## config.mk

```make
export PLATFORM = sky130hd
export DESIGN_NAME = memcard_xfer_ctrl
export DESIGN_NICKNAME = d
export VERILOG_FILES = /design/src/rtl/memcard_pkg.sv /design/src/rtl/memcard_idle_timer.sv /design/src/rtl/memcard_xfer_ctrl.sv
export SDC_FILE = /design/constraint.sdc
export NUM_CORES = 1
export LEC_CHECK = 0
export CORE_ASPECT_RATIO = 1.5
export CORE_MARGIN = 1.5
export CORE_UTILIZATION = 42
export CTS_BUF_LIST = sky130_fd_sc_hd__clkbuf_2 sky130_fd_sc_hd__clkbuf_4 sky130_fd_sc_hd__clkbuf_8
export DETAILED_ROUTE_END_ITERATION = 10
export GPL_ROUTABILITY_DRIVEN = 0
export GPL_TIMING_DRIVEN = 0
export PLACE_DENSITY = 0.94
export RECOVER_POWER = 50
export SKIP_LAST_GASP = 1
export SLEW_MARGIN = 10
export SYNTH_ARGS = -nofsm -noshare
export SYNTH_HDL_FRONTEND = slang
export SYNTH_HIERARCHICAL = 1
export SYNTH_SLANG_ARGS = --single-unit
```

## constraint.sdc

```tcl
create_clock -name clk_sys -period 2.7 [get_ports clk_sys]
set_clock_uncertainty 0.2 [all_clocks]
set_input_delay 0.54 -clock clk_sys [delete_from_list [all_inputs] [get_ports clk_sys]]
set_output_delay 0.54 -clock clk_sys [all_outputs]
set_load 0.01 [all_outputs]
```

## src/rtl/memcard_pkg.sv

```systemverilog
// ============================================================================
// Module : memcard_pkg
// Brief  : Shared states and sizing constants for the memory-card transfer path.
// Rev    : 1.0
// ============================================================================
`default_nettype none

package memcard_pkg;

    typedef enum logic [2:0] {
        IDLE      = 3'd0,
        LOAD_REQ  = 3'd1,
        LOAD_XFER = 3'd2,
        SAVE_REQ  = 3'd3,
        SAVE_XFER = 3'd4,
        NEXT      = 3'd5
    } state_t;

    localparam int unsigned c_SECTORS_CART = 4;
    localparam int unsigned c_SECTORS_CD   = 16;
    localparam int unsigned c_SECTOR_WORDS = 256;
    localparam int unsigned c_WORD_AW      = $clog2(c_SECTOR_WORDS);

    function automatic logic [3:0] last_sector(input logic cd_mode);
        return cd_mode ? 4'(c_SECTORS_CD - 1) : 4'(c_SECTORS_CART - 1);
    endfunction

endpackage

`default_nettype wire

```

## src/rtl/memcard_idle_timer.sv

```systemverilog
// ============================================================================
// Module : memcard_idle_timer
// Brief  : Counts idle cycles since the last card write; fires while armed at LIMIT.
// Rev    : 1.0
// ============================================================================
`default_nettype none

module memcard_idle_timer #(
    parameter logic [23:0] LIMIT = 24'd4_800_000
) (
    input  logic clk_sys,
    input  logic reset,
    input  logic restart,
    input  logic arm,
    output logic fire
);

    logic [23:0] r_count;

    // Saturates at LIMIT so a blocked save keeps retrying until the card is clean
    always_ff @(posedge clk_sys or posedge reset) begin
        if (reset) begin
            r_count <= 24'd0;
        end else if (restart) begin
            r_count <= 24'd0;
        end else if (r_count != LIMIT) begin
            r_count <= r_count + 24'd1;
        end
    end

    assign fire = arm & ~restart & (r_count == LIMIT);

endmodule

`default_nettype wire

```

## src/rtl/memcard_xfer_ctrl.sv

```systemverilog
// ============================================================================
// Module : memcard_xfer_ctrl
// Brief  : Moves the NeoGeo memory-card image between SD sectors and card RAM.
//          Optional autosave when MEMCARD_AUTOSAVE_EN is defined.
// Rev    : 1.0
// ============================================================================
`default_nettype none

module memcard_xfer_ctrl
    import memcard_pkg::*;
#(
    parameter logic [23:0] AUTOSAVE_IDLE = 24'd4_800_000,
    parameter logic [31:0] LBA_BASE      = 32'd0
) (
    input  logic                 clk_sys,
    input  logic                 reset,
    input  logic                 SYSTEM_CDx,
    input  logic                 card_wr_pulse,
    input  logic                 img_mounted,
    input  logic                 img_size_nz,
    input  logic                 img_readonly,
    input  logic                 save_req,
    output logic [31:0]          sd_lba,
    output logic                 sd_rd,
    output logic                 sd_wr,
    input  logic                 sd_ack,
    input  logic [c_WORD_AW-1:0] sd_buff_addr,
    input  logic                 sd_buff_wr,
    output logic [11:0]          memcard_addr,
    output logic                 memcard_wr,
    output logic                 busy,
    output logic                 loaded,
    output logic                 dirty
);

    state_t     r_state, w_next;
    logic [3:0] r_sector;
    logic       r_cd, r_op_load, r_ack_q;
    logic       r_pend_mount, r_pend_save, r_loaded, r_dirty;

    logic w_auto_fire, w_mount_pend, w_save_ok, w_save_in, w_save_pend;
    logic w_start_load, w_start_save, w_empty_mount, w_load_done, w_sector_inc;

`ifdef MEMCARD_AUTOSAVE_EN
    memcard_idle_timer #(
        .LIMIT   (AUTOSAVE_IDLE)
    ) u_idle_timer (
        .clk_sys (clk_sys),
        .reset   (reset),
        .restart (card_wr_pulse),
        .arm     (r_dirty),
        .fire    (w_auto_fire)
    );
`else
    logic w_unused_autosave;
    assign w_unused_autosave = ^AUTOSAVE_IDLE;
    assign w_auto_fire       = 1'b0;
`endif

    // Requests arriving in the current cycle are seen in IDLE without a pending-flag delay
    assign w_mount_pend = r_pend_mount | img_mounted;
    assign w_save_ok    = r_loaded & ~img_readonly;
    assign w_save_in    = save_req | w_auto_fire;
    assign w_save_pend  = r_pend_save | (w_save_in & w_save_ok);

    always_ff @(posedge clk_sys or posedge reset) begin
        if (reset) begin
            r_state <= IDLE;
        end else begin
            r_state <= w_next;
        end
    end

    always_comb begin
        w_next        = r_state;
        w_start_load  = 1'b0;
        w_start_save  = 1'b0;
        w_empty_mount = 1'b0;
        w_load_done   = 1'b0;
        w_sector_inc  = 1'b0;
        case (r_state)
            IDLE: begin
                if (w_mount_pend) begin
                    if (img_size_nz) begin
                        w_next       = LOAD_REQ;
                        w_start_load = 1'b1;
                    end else begin
                        w_empty_mount = 1'b1;
                    end
                end else if (w_save_pend && w_save_ok) begin
                    w_next       = SAVE_REQ;
                    w_start_save = 1'b1;
                end
            end
            LOAD_REQ:  if (sd_ack) w_next = LOAD_XFER;
            SAVE_REQ:  if (sd_ack) w_next = SAVE_XFER;
            LOAD_XFER,
            SAVE_XFER: if (r_ack_q && !sd_ack) w_next = NEXT;
            NEXT: begin
                if (r_sector < last_sector(r_cd)) begin
                    w_sector_inc = 1'b1;
                    w_next       = r_op_load ? LOAD_REQ : SAVE_REQ;
                end else begin
                    w_load_done = r_op_load;
                    w_next      = IDLE;
                end
            end
            default: w_next = IDLE;
        endcase
    end

    always_ff @(posedge clk_sys or posedge reset) begin
        if (reset) begin
            r_sector     <= 4'd0;
            r_cd         <= 1'b0;
            r_op_load    <= 1'b0;
            r_ack_q      <= 1'b0;
            r_pend_mount <= 1'b0;
            r_pend_save  <= 1'b0;
            r_loaded     <= 1'b0;
            r_dirty      <= 1'b0;
        end else begin
            r_ack_q <= sd_ack;

            if (r_state == IDLE && w_mount_pend) begin
                r_pend_mount <= 1'b0;
            end else if (img_mounted) begin
                r_pend_mount <= 1'b1;
            end

            // IDLE always consumes a pending save: serviced, overridden by a mount, or no longer allowed
            if (r_state == IDLE) begin
                r_pend_save <= 1'b0;
            end else if (w_save_in && w_save_ok) begin
                r_pend_save <= 1'b1;
            end

            if (r_state == IDLE && w_mount_pend) begin
                r_loaded <= ~img_size_nz;
            end else if (w_load_done) begin
                r_loaded <= 1'b1;
            end

            // A card write wins over the save-start clear so a racing write is never lost
            if (card_wr_pulse || w_empty_mount) begin
                r_dirty <= 1'b1;
            end else if (w_start_save) begin
                r_dirty <= 1'b0;
            end

            if (w_start_load || w_start_save) begin
                r_sector  <= 4'd0;
                r_cd      <= SYSTEM_CDx;
                r_op_load <= w_start_load;
            end else if (w_sector_inc) begin
                r_sector <= r_sector + 4'd1;
            end
        end
    end

    assign sd_rd        = (r_state == LOAD_REQ);
    assign sd_wr        = (r_state == SAVE_REQ);
    assign sd_lba       = LBA_BASE + {28'd0, r_sector};
    assign memcard_addr = {r_sector, sd_buff_addr};
    assign memcard_wr   = sd_buff_wr & sd_ack & (r_state == LOAD_XFER);
    assign busy         = (r_state != IDLE);
    assign loaded       = r_loaded;
    assign dirty        = r_dirty;

endmodule

`default_nettype wire

```

==> metrics, run 1 <==
status=finished, final reports clean; GR Util All Layers=15.21%; Die Y=66.98 um; Yosys top cell by area=dfrtp_1; DR iter-0 viols=26; # hold bufs at CTS=0; Comb pwr share=58.0%; CTS HTree Levels=1; final setup vio count=0; I/O pin cnt=68; drt drc=0; Yosys cell types=39; EDFF count, synth=0; Syn Area/Cell=8.954 um^2; final WL=2.212 mm; Synth Register Bits=14; CTS Buf Count=3; fin. max-slew vios=0; Worst Path Required=1960 ps; Max Fclk=0.3802 GHz; unrepaired setup endpoints after global routing=false; clock slew at the register clock pins of the worst setup and hold paths=50 ps; crit-path cells=clkdlybuf4s50_1 > nand2_1 > nor3_1 > clkdlybuf4s50_1; CTS max path bufs=2; fin crit share=97.41%; CP Max Fanout=7; Post-Syn Area=0.001146 mm^2; Hold Path Origin=r_cd$_DFFE_PP0P_; Crit. Startpoint=sd_ack; switching part of the total power=38.61%; Core Area=0.002619 mm^2; Die X-Extent=45.65 um; RR Endpoint=r_cd$_DFFE_PP0P_; normalized max-slew margin=65.12%; largest net degree at the start of global routing=15; commonest cells after routing, fill and taps aside=buf_4, conb_1, clkdlybuf4s50_1; clock network fraction of total power=14.5%; CP Data Arrival Time=1890 ps; clock sink count=14; diode count=0; nets=212; leakage power=0.8285 nW; final non-filler cell total=226; commonest non-fill, non-tap cell in the layout=buf_4; share of post-route cells with drive strength above 1=29.10%; Least-Margin Pin Slew=522.7 ps; worst reg2reg startpoint=r_pend_mount$_DFFE_PP0P_; Psw=0.0004476 W; via count=983; Most used DFF post-synth=dfrtp_1; Area growth, synth to finish=43.34%; Power, Total=0.001159 W; asr flop ratio synth=100.0%; Critical Path End Type=output port; Setup Fix Bufs, Post-CTS=0; dpl ws=68.36 ps; Hold Crit Class=reg -> reg; WL/cell=9.788 um; initial core utilization=43.76%; kind of critical path=in -> out; final hold viol count=0; CP max-delay cell=clkdlybuf4s50_1; sequential-to-total area share from yosys stat=30.57%; Hold WS=303.6 ps; row cnt=23; Layout fillers=223; CTS tree=built; Crit. path cell count=4; first-pass GRT wire length=3.381 mm; TNS Setup=0 ps; Flop pwr share=27.5%; Synth top area share=30.57%; cells after synthesis=128; CTS root buf=clkbuf_8; # resized after CTS=0; Die ar.=0.003058 mm^2; via/cell ratio=4.350; P_int=0.0007117 W; max incr delay on CP=590 ps; Power Dens Cells=705.7 mW/mm^2; most frequent CP cell=clkdlybuf4s50_1; MaxCap Viol Count=0; drt first pass iters=4; Buf+Inv Stages, Crit Path=2; YS warnings=6; final worst path period need=2630 ps; placed insts=223; vias in the first global route=817; Critical Path Sink=memcard_wr; r2r worst-path depth=4; delay-heaviest family, CP=buffers and inverters; Post-DRT Antenna Nets=0; Port Buffer Count=31; CP startpoint kind=input pin; synth top area cells=dfrtp_1, buf_4, nor2_1, ha_1, a21oi_1; Worst-Skew Late Latency=240 ps; total gr overflow=0; hpwl dp=1.794 mm; Max VDD drop=0.3835 mV; final worst slack=69.96 ps; reg-to-reg slack, setup=800 ps; initial antenna violation count=0
## metal layers
layer / up-vias / track usage, % / part of all wire (%)
li1: 486 / - / -
met1: 441 / 15.85 / 36
met2: 51 / 27.82 / 54
met3: 5 / 2.981 / 8.6
met4: 0 / 6.618 / 1.6
met5: - / 0 / 0
## worst reg2reg max path, cell delays in order, from the launching register on
cell and delay, ps:
dfrtp_1 380, nor2_1 310, o211ai_1 230, a21oi_2 330, mux2_1 350
## power by group through the flow
stage                     registers, W  logic [W]  clock network (W)
after CTS                     0.000320   0.000677           0.000170
after floorplan               0.000324   0.000462                  0
final                         0.000319   0.000672           0.000168
after global placement        0.000320   0.000664                  0
after detailed placement      0.000323   0.000671                  0
after global routing          0.000326   0.000745           0.000177
## registers in the layout, indices dropped and copies added (netlist names)
signal        cells
dirty             1
loaded            1
r_ack_q           1
r_cd              1
r_op_load         1
r_pend_mount      1
r_pend_save       1
r_sector          4
r_state           3
## cell usage after synthesis (3+ instances only)
cell type / n
ha_1: 3
buf_4: 42
nand2_1: 3
dfrtp_1: 14
a21oi_2: 3
a21oi_1: 7
o21ai_0: 3
nor2_1: 13
inv_1: 4
## final cells by class
cell class	count	area, um^2	share of cell area [%]
Buffer	43	326.6	19.88
Timing Repair Buffer	31	310.3	18.89
Sequential cell	14	350.3	21.33
Inverter	7	26.28	1.599
Multi-Input combinational cell	91	541.8	32.98
Tap cell	37	46.29	2.818
Clock buffer	3	41.29	2.513
## cells by family (layout without fill, tap and decap cells)
group	count (synthesis)	count (layout)	share of synthesized area, %
AOI/OAI and AO/OA	27	27	17.90
xor gates and xnor gates	2	2	1.529
adders and majority gates	3	3	3.275
buffers and inverters	50	84	30.79
DFF	14	14	30.57
muxes	3	3	2.729
other	1	28	0.3272
and+or+nand+nor	28	28	12.88
## stage by stage
step	util (%)	instance area, um^2
floorplan	-	1247
CTS	62.83	1645
global route	62.73	1643
detailed placement	61.25	1604
global placement	61.25	1604
finish	62.73	1643
## worst min-delay path by stage
stage | slack, ps | endpoint | cells past startpoint
after floorplan | 230 | dirty$_DFFE_PP0P_ | 1
after global placement | 270 | r_cd$_DFFE_PP0P_ | 1
after detailed placement | 290 | r_cd$_DFFE_PP0P_ | 1
after CTS | 310 | r_cd$_DFFE_PP0P_ | 1
after global routing | 330 | r_cd$_DFFE_PP0P_ | 1
final | 300 | r_cd$_DFFE_PP0P_ | 1
No activity file was read; power rests on OpenSTA's default activity.
==> run 2, diff against run 1 <==
--- a/config.mk
+++ b/config.mk
@@ -7,12 +7,11 @@
 export LEC_CHECK = 0
 export CORE_ASPECT_RATIO = 1.5
 export CORE_MARGIN = 1.5
-export CORE_UTILIZATION = 42
-export CTS_BUF_LIST = sky130_fd_sc_hd__clkbuf_2 sky130_fd_sc_hd__clkbuf_4 sky130_fd_sc_hd__clkbuf_8
+export CORE_UTILIZATION = 40
 export DETAILED_ROUTE_END_ITERATION = 10
 export GPL_ROUTABILITY_DRIVEN = 0
 export GPL_TIMING_DRIVEN = 0
-export PLACE_DENSITY = 0.94
+export PLACE_DENSITY = 0.91
 export RECOVER_POWER = 50
 export SKIP_LAST_GASP = 1
 export SLEW_MARGIN = 10
==> run 2 against run 1 <==
  * Non-clock buffer count unchanged
  * First-iteration DRC count down 46%
  * Maximum frequency up 6.2%
  * Combinational power up 0.6%
  * Clock power down 3%
  * Sequential share of layout area up 0.082 points
  * Core utilization down 2.2 points
  * Largest cell class unchanged
  * Final cell count unchanged
  * Register-to-register slack worse by 20 ps
  * Count of clock-buffer cells in the layout unchanged
==> metrics, run 2 (synthesis gave the netlist of run 1 again) <==
Min-Delay Endpoint=r_cd$_DFFE_PP0P_; Hold Path Origin=r_cd$_DFFE_PP0P_; Max VDD drop=0.3377 mV; via/cell ratio=4.279; fin crit share=91.75%; first-pass GRT wire length=3.677 mm; CTS tree=built; most frequent CP cell=clkdlybuf4s50_1; hold path depth=1; diode count=0; Layout fillers=246; CTS HTree Levels=1; initial core utilization=42.37%; Max Fclk=0.4037 GHz; fin. max-slew vios=0; GR peak layer=met2; # hold bufs at CTS=0; largest registers=r_sector: 4 flops, r_state: 3 flops; Area growth, synth to finish=42.79%; Core Area=0.002705 mm^2; Largest register FFs=4; reg-to-reg slack, setup=780 ps; Top reg by flops=r_sector; Critical Path End Type=output port; WL/cell=9.850 um; final setup vio count=0; unrepaired setup endpoints after global routing=false; CTS root buf=clkbuf_8; Hold Crit Class=reg -> reg; # resized after CTS=0; CP max-delay cell=clkdlybuf4s50_1; status=finished, final reports clean; drt first pass iters=4; clock sink count=14; nets=212; MaxCap Viol Count=0; Post-DP Area=0.001604 mm^2; post-route cell area=0.001637 mm^2; Power, Total=0.001158 W; kind of critical path=in -> out; GR Util met2=30.90%; hpwl dp=1.878 mm; normalized max-slew margin=63.90%; max incr delay on CP=560 ps; share of post-route cells with drive strength above 1=29.10%; Power Dens Cells=707.7 mW/mm^2; CP Max Fanout=1; initial antenna violation count=0; TNS Setup=0 ps; GR Util All Layers=15.87%; Die ar.=0.003202 mm^2; Buf+Inv Stages, Crit Path=2; crit-path cells=clkdlybuf4s50_1 > nand2_1 > nor3_1 > clkdlybuf4s50_1; CTS Buf Count=3; delay-heaviest family, CP=buffers and inverters; Post-DRT Antenna Nets=0; drt drc=0; Setup Fix Bufs, Post-CTS=0; CP Data Arrival Time=1740 ps; RR Endpoint=r_sector[3]$_DFFE_PP0P_; clock slew at the register clock pins of the worst setup and hold paths=50 ps; r2r worst-path depth=5; via count=967; CTS max path bufs=2; GR Util met3=2.865%; Die X-Extent=46.71 um; row cnt=23; vias in the first global route=906; commonest non-fill, non-tap cell in the layout=buf_4; Worst Path Required=1960 ps; M1 GR Usage=16.20%; Worst-Skew Late Latency=240 ps; final worst path period need=2477 ps; Port Buffer Count=31; DR iter-0 viols=14; worst reg2reg startpoint=r_sector[2]$_DFFE_PP0P_; commonest cells after routing, fill and taps aside=buf_4, conb_1, clkdlybuf4s50_1; CP startpoint kind=input pin; total gr overflow=0; I/O pin cnt=68; final WL=2.226 mm; Die Y=68.56 um; largest net degree at the start of global routing=15; leakage power=0.8261 nW; final hold viol count=0; Least-Margin Pin Slew=540.9 ps
run 2: power breakdown:
part	leakage [nW]	internal (W)	switching [W]	total [W]
registers	0.169	0.000276	0.0000425	0.000319
clock network	0.0216	0.0000983	0.0000649	0.000163
logic	0.635	0.000336	0.000340	0.000676
run 2: worst max-delay path by stage:
stage	from	endpoint	slack, ps	depth (start not counted)
final	sd_buff_wr	memcard_wr	220	4
after global routing	r_state[2]$_DFFE_PP0P_	memcard_wr	130	4
after CTS	sd_ack	memcard_wr	50	4
after detailed placement	sd_ack	memcard_wr	50	4
after global placement	sd_ack	memcard_wr	70	4
after floorplan	r_sector[2]$_DFFE_PP0P_	r_sector[3]$_DFFE_PP0P_	850	5
run 2: routing by layer:
| metal | vias up | share of wire, % |
|---|---|---|
| met5 | - | 0 |
| met4 | 0 | 0.49 |
| met3 | 2 | 9.0 |
| met2 | 53 | 54 |
| met1 | 426 | 36 |
| li1 | 486 | - |
run 2: metrics by stage:
stage | utilization [%] | hold slack, ps | setup slack, ps | std cells
floorplan | - | 229.2 | 852.9 | 155
global placement | 59.30 | 268.4 | 67.22 | 223
detailed placement | 59.30 | 290.3 | 52.87 | 223
CTS | 60.82 | 302.2 | 47.70 | 226
global route | 60.50 | 318.8 | 125.1 | 226
finish | 60.50 | 302.3 | 222.7 | 226
run 2: final cells by class:
class | count | area, um^2 | area share, %
multi-input cells | 91 | 541.8 | 33.10
flip-flops and latches | 14 | 350.3 | 21.41
plain buffers | 43 | 326.6 | 19.95
repair buffers | 31 | 304.0 | 18.58
well taps | 37 | 46.29 | 2.829
clock buffers | 3 | 41.29 | 2.523
inverters | 7 | 26.28 | 1.606
==> run 3, diff against run 2 <==
--- a/config.mk
+++ b/config.mk
@@ -6,7 +6,6 @@
 export NUM_CORES = 1
 export LEC_CHECK = 0
 export CORE_ASPECT_RATIO = 1.5
-export CORE_MARGIN = 1.5
 export CORE_UTILIZATION = 40
 export DETAILED_ROUTE_END_ITERATION = 10
 export GPL_ROUTABILITY_DRIVEN = 0
==> run 3 against run 2 <==
  * Register-to-register slack got worse by 20 ps
  * Sequential power about the same
  * Count of clock-buffer cells in the layout unchanged
  * Final cell count unchanged
  * Combinational power about the same
  * Total power increased by 0.55%
  * Core utilization increased by 0.23 points
  * Hold slack got worse by 10 ps
  * Final area increased by 0.38%
  * Critical path type unchanged
==> metrics, run 3 (synthesis gave the netlist of run 1 again) <==
worst reg2reg startpoint=r_sector[2]$_DFFE_PP0P_; hpwl dp=1.740 mm; Power, Total=0.001165 W; Max Fclk=0.3806 GHz; most frequent CP cell=clkdlybuf4s50_1; initial core utilization=42.37%; via count=961; clock sink count=14; diode count=0; CP Max Fanout=7; status=finished, final reports clean; final hold viol count=0; CTS Buf Count=3; Layout fillers=247; Post-DRT Antenna Nets=0; Largest register FFs=4; hold path depth=1; MaxCap Viol Count=0; fin crit share=97.30%; Worst Path Required=1960 ps; CTS HTree Levels=1; reg-to-reg slack, setup=760 ps; total gr overflow=0; Setup Fix Bufs, Post-CTS=0; final non-filler cell total=226; CP startpoint kind=input pin; row cnt=23; Die ar.=0.003088 mm^2; RR Endpoint=r_sector[3]$_DFFE_PP0P_; Critical Path Sink=memcard_wr; largest registers=r_sector: 4 flops, r_state: 3 flops; CP Data Arrival Time=1890 ps; vias in the first global route=792; drt first pass iters=2; CTS tree=built; first-pass GRT wire length=3.325 mm; Max VDD drop=0.3287 mV; Power Dens Cells=708.9 mW/mm^2; # hold bufs at CTS=0; leakage power=0.8288 nW; r2r worst-path depth=5; Port Buffer Count=31; final worst path period need=2627 ps; nets=212; Core Area=0.002705 mm^2; Hold Crit Class=reg -> reg; Post-DP Area=0.001604 mm^2; placed insts=223; initial antenna violation count=0; largest net degree at the start of global routing=15; Die Y=67.56 um; post-route cell area=0.001643 mm^2; Least-Margin Pin Slew=521.5 ps; fin. max-slew vios=0; # resized after CTS=0; max incr delay on CP=580 ps; via/cell ratio=4.252; share of post-route cells with drive strength above 1=29.10%; unrepaired setup endpoints after global routing=false; Top reg by flops=r_sector; register area=350.3 um^2; crit-path cells=clkdlybuf4s50_1 > nand2_1 > nor3_1 > clkdlybuf4s50_1; Multi-input gate area=541.8 um^2; GR Util All Layers=14.93%; clock slew at the register clock pins of the worst setup and hold paths=50 ps; CP max-delay cell=clkdlybuf4s50_1; Final Util=60.73%; final WL=2.164 mm; CTS max path bufs=2; I/O pin cnt=68; DR iter-0 viols=29; Crit. Startpoint=sd_ack; commonest cells after routing, fill and taps aside=buf_4, conb_1, clkdlybuf4s50_1; Critical Path End Type=output port; CTS root buf=clkbuf_8; final setup vio count=0; WL/cell=9.575 um; Die X-Extent=45.71 um; commonest non-fill, non-tap cell in the layout=buf_4; Worst-Skew Late Latency=240 ps; TNS Setup=0 ps; Area growth, synth to finish=43.34%; normalized max-slew margin=65.20%; drt drc=0; kind of critical path=in -> out
run 3: report_power, final:
| part | switching, W | internal (W) | total (W) |
|---|---|---|---|
| logic | 0.000339 | 0.000338 | 0.000677 |
| registers | 0.0000407 | 0.000276 | 0.000317 |
| clock network | 0.0000719 | 0.0000987 | 0.000171 |
| total | 0.000452 | 0.000713 | 0.00116 |
run 3: how the worst min path moves through the flow:
stage	end	start	slack [ps]
final	r_cd$_DFFE_PP0P_	r_cd$_DFFE_PP0P_	290
after global routing	r_cd$_DFFE_PP0P_	r_cd$_DFFE_PP0P_	320
after CTS	r_cd$_DFFE_PP0P_	r_cd$_DFFE_PP0P_	300
after detailed placement	r_cd$_DFFE_PP0P_	r_cd$_DFFE_PP0P_	290
after global placement	r_cd$_DFFE_PP0P_	r_cd$_DFFE_PP0P_	270
after floorplan	dirty$_DFFE_PP0P_	reset	230
run 3: worst max-delay path: cells and delay by family:
kind          cells  cell delay (ps)
buf+inv           2             1130
simple gates      2              210
run 3: stage by stage:
stage	hold WS, ps	setup slack [ps]
4_1_cts	297.7	75.73
6_report	292.0	72.80
3_3_place_gp	268.9	90.57
3_5_place_dp	285.3	77.98
2_1_floorplan	229.2	852.9
5_1_grt	321.9	42.60
run 3: area by class of cell:
| cell class | instances | area share [%] |
|---|---|---|
| tap | 37 | 2.818 |
| clock buffer | 3 | 2.513 |
| buffer | 43 | 19.88 |
| timing repair buffer | 31 | 18.89 |
| multi-input combinational | 91 | 32.98 |
| inverter | 7 | 1.599 |
| sequential | 14 | 21.33 |
run 3: routing by layer:
| metal | part of all wire (%) | GRT usage, % |
|---|---|---|
| met1 | 40 | 16.53 |
| met2 | 51 | 26.07 |
| met3 | 7.8 | 4.545 |
| met4 | 1.6 | 5.515 |
| met5 | 0 | 0 |
